--- config.mk ---
export PLATFORM = sky130hd
export DESIGN_NAME = id_ex_stage
export DESIGN_NICKNAME = d
export VERILOG_FILES = /design/src/rtl/id_ex_stage.sv
export SDC_FILE = /design/constraint.sdc
export NUM_CORES = 1
export LEC_CHECK = 0
export CAP_MARGIN = 0
export CORE_MARGIN = 5
export CORE_UTILIZATION = 30
export CTS_CLUSTER_SIZE = 10
export DETAILED_ROUTE_END_ITERATION = 12
export SYNTH_ARGS = -nofsm -noshare
export SYNTH_HDL_FRONTEND = slang
export SYNTH_SLANG_ARGS = --single-unit
--- constraint.sdc ---
create_clock -name clock -period 4.72 [get_ports clock]
set_clock_uncertainty 0.15 [all_clocks]
set_input_delay 0.708 -clock clock [delete_from_list [all_inputs] [get_ports clock]]
set_output_delay 0.708 -clock clock [all_outputs]
set_load 0.005 [all_outputs]
--- src/rtl/id_ex_stage.sv ---
// ID/EX pipeline register: captures decoded instructions, forwards EX/MEM and
// MEM/WB results into the ALU operands, and raises a stall on load-use hazards.
module id_ex_stage (
    input  logic        clock,
    input  logic        reset,
    input  logic        id_valid,
    input  logic [2:0]  id_rs1,
    input  logic [2:0]  id_rs2,
    input  logic [2:0]  id_rd,
    input  logic [15:0] id_rs1_val,
    input  logic [15:0] id_rs2_val,
    input  logic [15:0] id_imm,
    input  logic        id_alu_src,
    input  logic [2:0]  id_alu_control,
    input  logic        id_reg_write,
    input  logic        id_mem_read,
    input  logic        id_mem_write,
    input  logic        flush,
    input  logic        mem_reg_write,
    input  logic [2:0]  mem_rd,
    input  logic [15:0] mem_result,
    input  logic        wb_reg_write,
    input  logic [2:0]  wb_rd,
    input  logic [15:0] wb_result,
    output logic        stall,
    output logic [15:0] entrada1,
    output logic [15:0] entrada2,
    output logic [2:0]  ALUControl,
    output logic        ex_valid,
    output logic [2:0]  ex_rd,
    output logic        ex_reg_write,
    output logic        ex_mem_read,
    output logic        ex_mem_write,
    output logic [15:0] ex_store_data
);

    logic        valid_q;
    logic [2:0]  rs1_q, rs2_q, rd_q;
    logic [15:0] rs1_val_q, rs2_val_q, imm_q;
    logic        alu_src_q;
    logic [2:0]  alu_control_q;
    logic        reg_write_q, mem_read_q, mem_write_q;

    logic        rs2_used;
    logic [15:0] fwd_rs1, fwd_rs2;

    // Only the EX-resident instruction's registered state feeds stall, never mem/wb.
    assign rs2_used = ~id_alu_src | id_mem_write;
    assign stall    = id_valid & valid_q & mem_read_q & (rd_q != 3'd0) &
                      ((id_rs1 == rd_q) | (rs2_used & (id_rs2 == rd_q)));

    always_ff @(posedge clock or posedge reset) begin
        if (reset) begin
            valid_q       <= 1'b0;
            rs1_q         <= 3'd0;
            rs2_q         <= 3'd0;
            rd_q          <= 3'd0;
            rs1_val_q     <= 16'd0;
            rs2_val_q     <= 16'd0;
            imm_q         <= 16'd0;
            alu_src_q     <= 1'b0;
            alu_control_q <= 3'd0;
            reg_write_q   <= 1'b0;
            mem_read_q    <= 1'b0;
            mem_write_q   <= 1'b0;
        end else begin
            rs1_q     <= id_rs1;
            rs2_q     <= id_rs2;
            rd_q      <= id_rd;
            rs1_val_q <= id_rs1_val;
            rs2_val_q <= id_rs2_val;
            imm_q     <= id_imm;
            alu_src_q <= id_alu_src;
            if (flush || stall) begin
                valid_q       <= 1'b0;
                alu_control_q <= 3'd0;
                reg_write_q   <= 1'b0;
                mem_read_q    <= 1'b0;
                mem_write_q   <= 1'b0;
            end else begin
                valid_q       <= id_valid;
                alu_control_q <= id_alu_control;
                reg_write_q   <= id_reg_write;
                mem_read_q    <= id_mem_read;
                mem_write_q   <= id_mem_write;
            end
        end
    end

    // EX/MEM is the younger result, so it wins over MEM/WB; r0 is never forwarded.
    always_comb begin
        fwd_rs1 = rs1_val_q;
        if (mem_reg_write && (mem_rd != 3'd0) && (mem_rd == rs1_q))
            fwd_rs1 = mem_result;
        else if (wb_reg_write && (wb_rd != 3'd0) && (wb_rd == rs1_q))
            fwd_rs1 = wb_result;
    end

    always_comb begin
        fwd_rs2 = rs2_val_q;
        if (mem_reg_write && (mem_rd != 3'd0) && (mem_rd == rs2_q))
            fwd_rs2 = mem_result;
        else if (wb_reg_write && (wb_rd != 3'd0) && (wb_rd == rs2_q))
            fwd_rs2 = wb_result;
    end

    assign entrada1      = fwd_rs1;
    assign entrada2      = alu_src_q ? imm_q : fwd_rs2;
    assign ex_store_data = fwd_rs2;
    assign ALUControl    = valid_q ? alu_control_q : 3'd0;
    assign ex_valid      = valid_q;
    assign ex_rd         = rd_q;
    assign ex_reg_write  = reg_write_q & valid_q;
    assign ex_mem_read   = mem_read_q & valid_q;
    assign ex_mem_write  = mem_write_q & valid_q;

endmodule
==> summary.txt, run 1 <==
Yosys
  • #FFs+latches synth: 65
  • Number of enable flip-flop cells after synthesis: 0
  • Most frequent cell after synthesis: dfrtp_1
  • Post-synth top cells: dfrtp_1, nand3_1, nor2_1
  • Post-Syn Area per Cell: 9.958 sq um
  • Post-synth ARST share: 1.000
  • Seq/Total Area, Yosys: 0.4804
  • Synth Net Count: 448
  • Top cell type by total area after synthesis: dfrtp_1
  • Cell variety after synth: 39
  • Mapped Area: 3386 sq um
  • Top cell type's share of synthesized area: 0.4804
  • Synth area leaders: dfrtp_1, nand3_1, nor2_1
  • Yosys warns: 0
  • Cells after Synth: 340
  • Most used DFF post-synth: dfrtp_1

Worst setup path
  • Worst-path fanout max: 16
  • Worst Setup Start Kind: input port
  • Worst r2r path cells: 5
  • CP required: 3.86 ns
  • Kind of critical path: in -> out
  • CP Capture Type: output pin
  • Arr. time, crit path: 3.58 ns

Clock tree
  • TritonCTS clock tree: yes
  • Num Clock Sinks: 65
  • Longest Clk Path Bufs: 2
  • Hold_buf cts: 0
  • CTS buffer count: 9
  • Worst skew pair latency: 0.33 ns
  • CTS clk-pin slew, worst paths: 0.06 ns
  • Clock root buffer: clkbuf_16
  • Post-CTS Setup Inserts: 0
  • H-tree depth: 3
  • CTS resizes: 0

Layout
  • Cell area after layout: 5445 sq um
  • Multi-input gate area: 1612 sq um
  • Register area: 1627 sq um
  • Fillers: 1,042
  • Area Growth Syn to Fin: 60.83%
  • Ant diodes: 0
  • Final #Nets: 613
  • Layout cells sized above 1: 0.1216

Place
  • DP Wirelength: 10.12 mm
  • Port-buffer cells: 166
  • GPL Wtd Cong: 0.8971
  • Placed cell area: 5146 sq um

Floorplanning
  • Die W: 116.2 microns
  • Die height: 116.2 microns
  • Io pins: 167
  • Core Region: 10,940 sq um
  • Die area: 13,510 sq um
  • Initial Utilization: 0.3096
  • Std cell rows: 38

STA
  • Tcrit/Tclk final: 0.9412
  • Final setup vio count: 0
  • Slew Viols, Final: 0
  • Fmax: 0.2251 GHz
  • Max_slew headroom: 0.1399
  • Crit path time final: 4.442 ns
  • Final hold violation count: 0
  • Total negative slack: 0 ns
  • Slew @ Worst Pin: 1.290 ns
  • RSZ-0062 raised after global routing: false

Detailed routing
  • Post-Route WL: 12.59 mm
  • DR pass1 iterations: 4
  • WL/cell: 19.37 microns
  • Vias: 3,295
  • DRT iter0 DRCs: 161
  • Vias per std cell: 5.069
  • Drt drc: 0
  • Antenna viol nets, final: 0

Min path
  • Worst Hold Class: in -> reg
  • Worst Hold Depth: 1

Power
  • Maximum VDD drop: 0.1510 mV
  • PD cells: 299.1 nW/um^2
  • Leak Pwr: 2.193 nW

Global routing
  • GRT Total Usage: 0.1878
  • Initial antenna violation count: 0
  • Vias in the first global route: 3,556
  • Largest net degree at the start of global routing: 43
  • Total congestion overflow: 0
  • First-pass GRT wire length: 18.93 mm

Flow run
  • Max Cap Violations: 0

Run status
  • Status: complete, no violations
cells by family (layout without fill, tap and decap cells):
group,count (synthesis),count (layout),share of synthesized area
flip-flops,65,65,0.4804
AND/OR/NAND/NOR,165,165,0.2284
multiplexers,16,16,0.05321
XOR/XNOR,15,15,0.03880
AO/OA/AOI/OAI,56,56,0.1556
buffers and inverters,23,193,0.04361
routing by layer:
metal / vias up / GRT usage / wire (microns)
met5: - / 0 / 0
met4: 0 / 0.06883 / 272
met3: 20 / 0.08549 / 1616
met2: 177 / 0.3131 / 5895
met1: 1568 / 0.2115 / 4806
li1: 1530 / - / -
critical path, cell delays in order:
cell and delay (ns):
clkdlybuf4s50_1 0.54, xor2_1 0.24, a2111oi_2 0.09, nor2_1 0.94, nor2_1 0.22, o31ai_2 0.28, clkdlybuf4s50_1 0.55
area by class of cell:
class | count | share of cell area
repair buffers | 174 | 0.3162
flip-flops and latches | 65 | 0.2987
multi-input cells | 252 | 0.2960
clock buffers | 12 | 0.04527
well taps | 140 | 0.03217
clock inverters | 4 | 0.009651
inverters | 3 | 0.002068
registers in the layout, summed over array words and instances (netlist names):
| signal | count |
|---|---|
| alu_control_q | 3 |
| alu_src_q | 1 |
| ex_rd | 3 |
| ex_valid | 1 |
| imm_q | 16 |
| mem_read_q | 1 |
| mem_write_q | 1 |
| reg_write_q | 1 |
| rs1_q | 3 |
| rs1_val_q | 16 |
| rs2_q | 3 |
| rs2_val_q | 16 |
cell usage in the layout, fill, tap and decap left out, drive strengths merged:
cell type and count:
a21oi 2, nand3 51, nor4b 2, inv 3, dfrtp 65, nor2 50, or2 2, nor4bb 1
clkdlybuf4s50 166, clkbuf 12, mux2 16, nand4 1, or3b 1, clkinvlp 3, xor2 3, and2 14
a2111oi 1, o31ai 17, a211oi 17, nand2 36, buf 8, xnor2 12, nor3 2, nand2b 1
a22oi 16, or2b 1, and3 1, a21o 1, and3b 1, a311o 1, o2111ai 1, bufinv 1
nor3b 1
power by group:
group	total, mW	switching (mW)	internal [mW]
clock network	0.661	0.238	0.423
registers	0.605	0.0194	0.586
logic	0.362	0.143	0.219
total	1.63	0.400	1.23
through the flow:
step | worst slack (ns) | power (mW) | instances | hold slack (ns) | utilization
after CTS | 0.3015 | 1.658 | 650 | 0.6470 | 0.4979
after global routing | 0.1541 | 1.715 | 650 | 0.6494 | 0.4979
after floorplan | 1.763 | 0.7499 | 340 | 0.5894 | -
after global placement | 0.3590 | 0.9751 | 634 | 0.9603 | 0.4706
after detailed placement | 0.3032 | 0.9801 | 634 | 0.9327 | 0.4706
final | 0.2777 | 1.628 | 650 | 0.6676 | 0.4979
path summary, 6_finish.rpt:
check | from | to | slack [ns]
max | mem_rd[1] | entrada2[11] | 0.28
min | id_imm[13] | imm_q[13] | 0.67
max reg2reg | ex_rd[0] | alu_control_q[2] | 3.06
min reg2reg | mem_read_q | reg_write_q | 0.94
max in group asynchronous | reset | rs1_q[1] | 2.80
min in group asynchronous | reset | mem_read_q | 0.74
(Power assumes the default switching activity.)
==> run 2, diff against run 1 <==
==> constraint.sdc (replaced) <==
create_clock -name clock -period 4 [get_ports clock]
set_clock_uncertainty 0.15 [all_clocks]
set_input_delay 0.6 -clock clock [delete_from_list [all_inputs] [get_ports clock]]
set_output_delay 0.6 -clock clock [all_outputs]
set_load 0.005 [all_outputs]
==> run 2 against run 1 <==
Against the previous run: critical path depth rose by 1; wire length barely moved; worst hold slack got worse by 0.11 ns; register-to-register slack got worse by 0.74 ns; global-route usage rose by 0.064 points; critical path type unchanged.
==> summary.txt, run 2 (same netlist as run 1, synthesis figures left out) <==
Run status
  • Status: complete, no violations

STA
  • Tcrit/Tclk final: 0.9656
  • Max_slew headroom: 0.2571 (+0.1172)
  • Slew Viols, Final: 0 (unchanged)
  • Slew @ Worst Pin: 1.114 ns (-0.1759 ns)
  • Final setup vio count: 0 (unchanged)
  • RSZ-0062 raised after global routing: true
  • Hold WS: 0.5530 ns (-0.1147 ns)
  • Final hold violation count: 0 (unchanged)
  • Crit path time final: 3.862 ns
  • Fmax: 0.2589 GHz

Layout
  • Final #Nets: 616 (+0.49%)
  • Commonest non-fill, non-tap cells in the layout: clkdlybuf4s50_1, dfrtp_1, nand3_1
  • Largest registers: imm_q: 16 flops, rs1_val_q: 16 flops, rs2_val_q: 16 flops
  • Area Growth Syn to Fin: 63.67%
  • Fin cells: 654 (+0.62%)
  • Most common cell after layout, fill and taps aside: clkdlybuf4s50_1
  • Layout cells sized above 1: 0.1306 (+0.009036)

Floorplanning
  • Die W: 116.2 microns (unchanged)
  • Die height: 116.2 microns (unchanged)
  • Std cell rows: 38 (unchanged)
  • Io pins: 167 (unchanged)
  • Die area: 13,510 sq um (unchanged)
  • Initial Utilization: 0.3096 (unchanged)
  • Core Region: 10,940 sq um (unchanged)

Clock tree
  • Num Clock Sinks: 65 (unchanged)
  • CTS buffer count: 9 (unchanged)
  • Hold_buf cts: 0 (unchanged)
  • Longest Clk Path Bufs: 2 (unchanged)
  • Worst skew pair latency: 0.33 ns (about the same)
  • Clock root buffer: clkbuf_16
  • TritonCTS clock tree: yes
  • CTS clk-pin slew, worst paths: 0.06 ns (about the same)
  • H-tree depth: 3 (unchanged)

Min path
  • Worst Hold Class: in -> reg
  • Worst Hold Depth: 1 (unchanged)

Power
  • Tot Pwr: 1.989 mW (+22%)
  • PD cells: 359.0 nW/um^2 (+20%)
  • Maximum VDD drop: 0.2840 mV (+88%)
  • Leak Pwr: 2.255 nW (+2.8%)

Detailed routing
  • Drt drc: 0 (unchanged)
  • Vias: 3,263 (-0.97%)
  • DR pass1 iterations: 4 (unchanged)
  • DRT iter0 DRCs: 139 (-14%)
  • WL/cell: 19.24 microns (-0.65%)
  • Post-Route WL: 12.59 mm (about the same)
  • Antenna viol nets, final: 0 (unchanged)
  • Vias per std cell: 4.989 (-1.6%)

Worst setup path
  • Worst-path fanout max: 16 (unchanged)
  • CP Capture Type: output pin
  • CP required: 3.25 ns (-0.61 ns)
  • Worst Setup Start Kind: input port
  • Arr. time, crit path: 3.11 ns (-0.47 ns)
  • Worst r2r path cells: 5 (unchanged)
  • Kind of critical path: in -> out

Place
  • DP Wirelength: 9.944 mm (-1.7%)
  • Dpl cells: 637 (+0.47%)
  • GPL Wtd Cong: 0.9028 (+0.64%)
  • Port-buffer cells: 166 (unchanged)

Flow run
  • Max Cap Violations: 0 (unchanged)

Global routing
  • Total congestion overflow: 0 (unchanged)
  • First-pass GRT wire length: 19.18 mm (+1.3%)
  • Largest net degree at the start of global routing: 47 (+9.3%)
  • Vias in the first global route: 3,492 (-1.8%)
  • GRT Total Usage: 0.1884 (+0.0006448)
  • Initial antenna violation count: 0 (unchanged)
[run 2: layer usage]
metal	up-vias	part of all wire	global-route usage	wire, microns
li1	1537	-	-	-
met1	1542	0.39	0.2237	4943
met2	172	0.47	0.3112	5913
met3	12	0.12	0.08705	1543
met4	0	0.015	0.04563	185
met5	-	0	0	0
[run 2: repair_timing]
item / 4_1_cts / 5_1_grt
pin swaps: 1 / 1
buffers inserted: 0 / 0
gates resized for setup: 3 / 3
endpoints found under the setup margin: 32 / 16
[run 2: cell type report]
type / count / area [sq um]
fillers: 1045 / 5394
repair buffers: 177 / 1773
multi-input cells: 252 / 1632
flip-flops and latches: 65 / 1627
clock buffers: 10 / 229.0
well taps: 140 / 175.2
clock inverters: 6 / 92.59
inverters: 3 / 11.26
diodes: 1 / 2.502
[run 2: power breakdown]
group / internal (mW) / switching (mW) / total, mW
clock: 0.548 / 0.295 / 0.842
combinational: 0.261 / 0.170 / 0.432
sequential: 0.691 / 0.0242 / 0.715
total: 1.50 / 0.489 / 1.99
[run 2: worst paths after layout]
| check | start | to | slack [ns] |
|---|---|---|---|
| worst min-delay path | id_imm[15] | imm_q[15] | 0.55 |
| min in group asynchronous | reset | mem_read_q | 0.67 |
| worst max register to register | ex_rd[1] | alu_control_q[1] | 2.32 |
| max in group asynchronous | reset | rs2_val_q[7] | 2.27 |
| worst min register to register | mem_read_q | ex_valid | 0.99 |
| worst max-delay path | mem_rd[2] | entrada2[2] | 0.14 |
[run 2: metrics by stage]
stage	setup WS (ns)	utilization	setup TNS, ns	instance area [sq um]
after floorplan	1.259	-	0	3386
after global placement	-0.1879	0.4749	-3.273	5194
after detailed placement	-0.2978	0.4749	-5.733	5194
after CTS	0.01269	0.5056	0	5529
after global routing	-0.002172	0.5065	-0.002172	5539
final	0.1377	0.5068	0	5542
[run 2: worst max-delay path, cell delays in order]
cell	delay (ns)
clkdlybuf4s50_1	0.46
or3b_1	0.45
a2111oi_4	0.38
or2_1	0.20
buf_12	0.17
a211oi_1	0.09
o31ai_1	0.22
clkdlybuf4s50_1	0.55
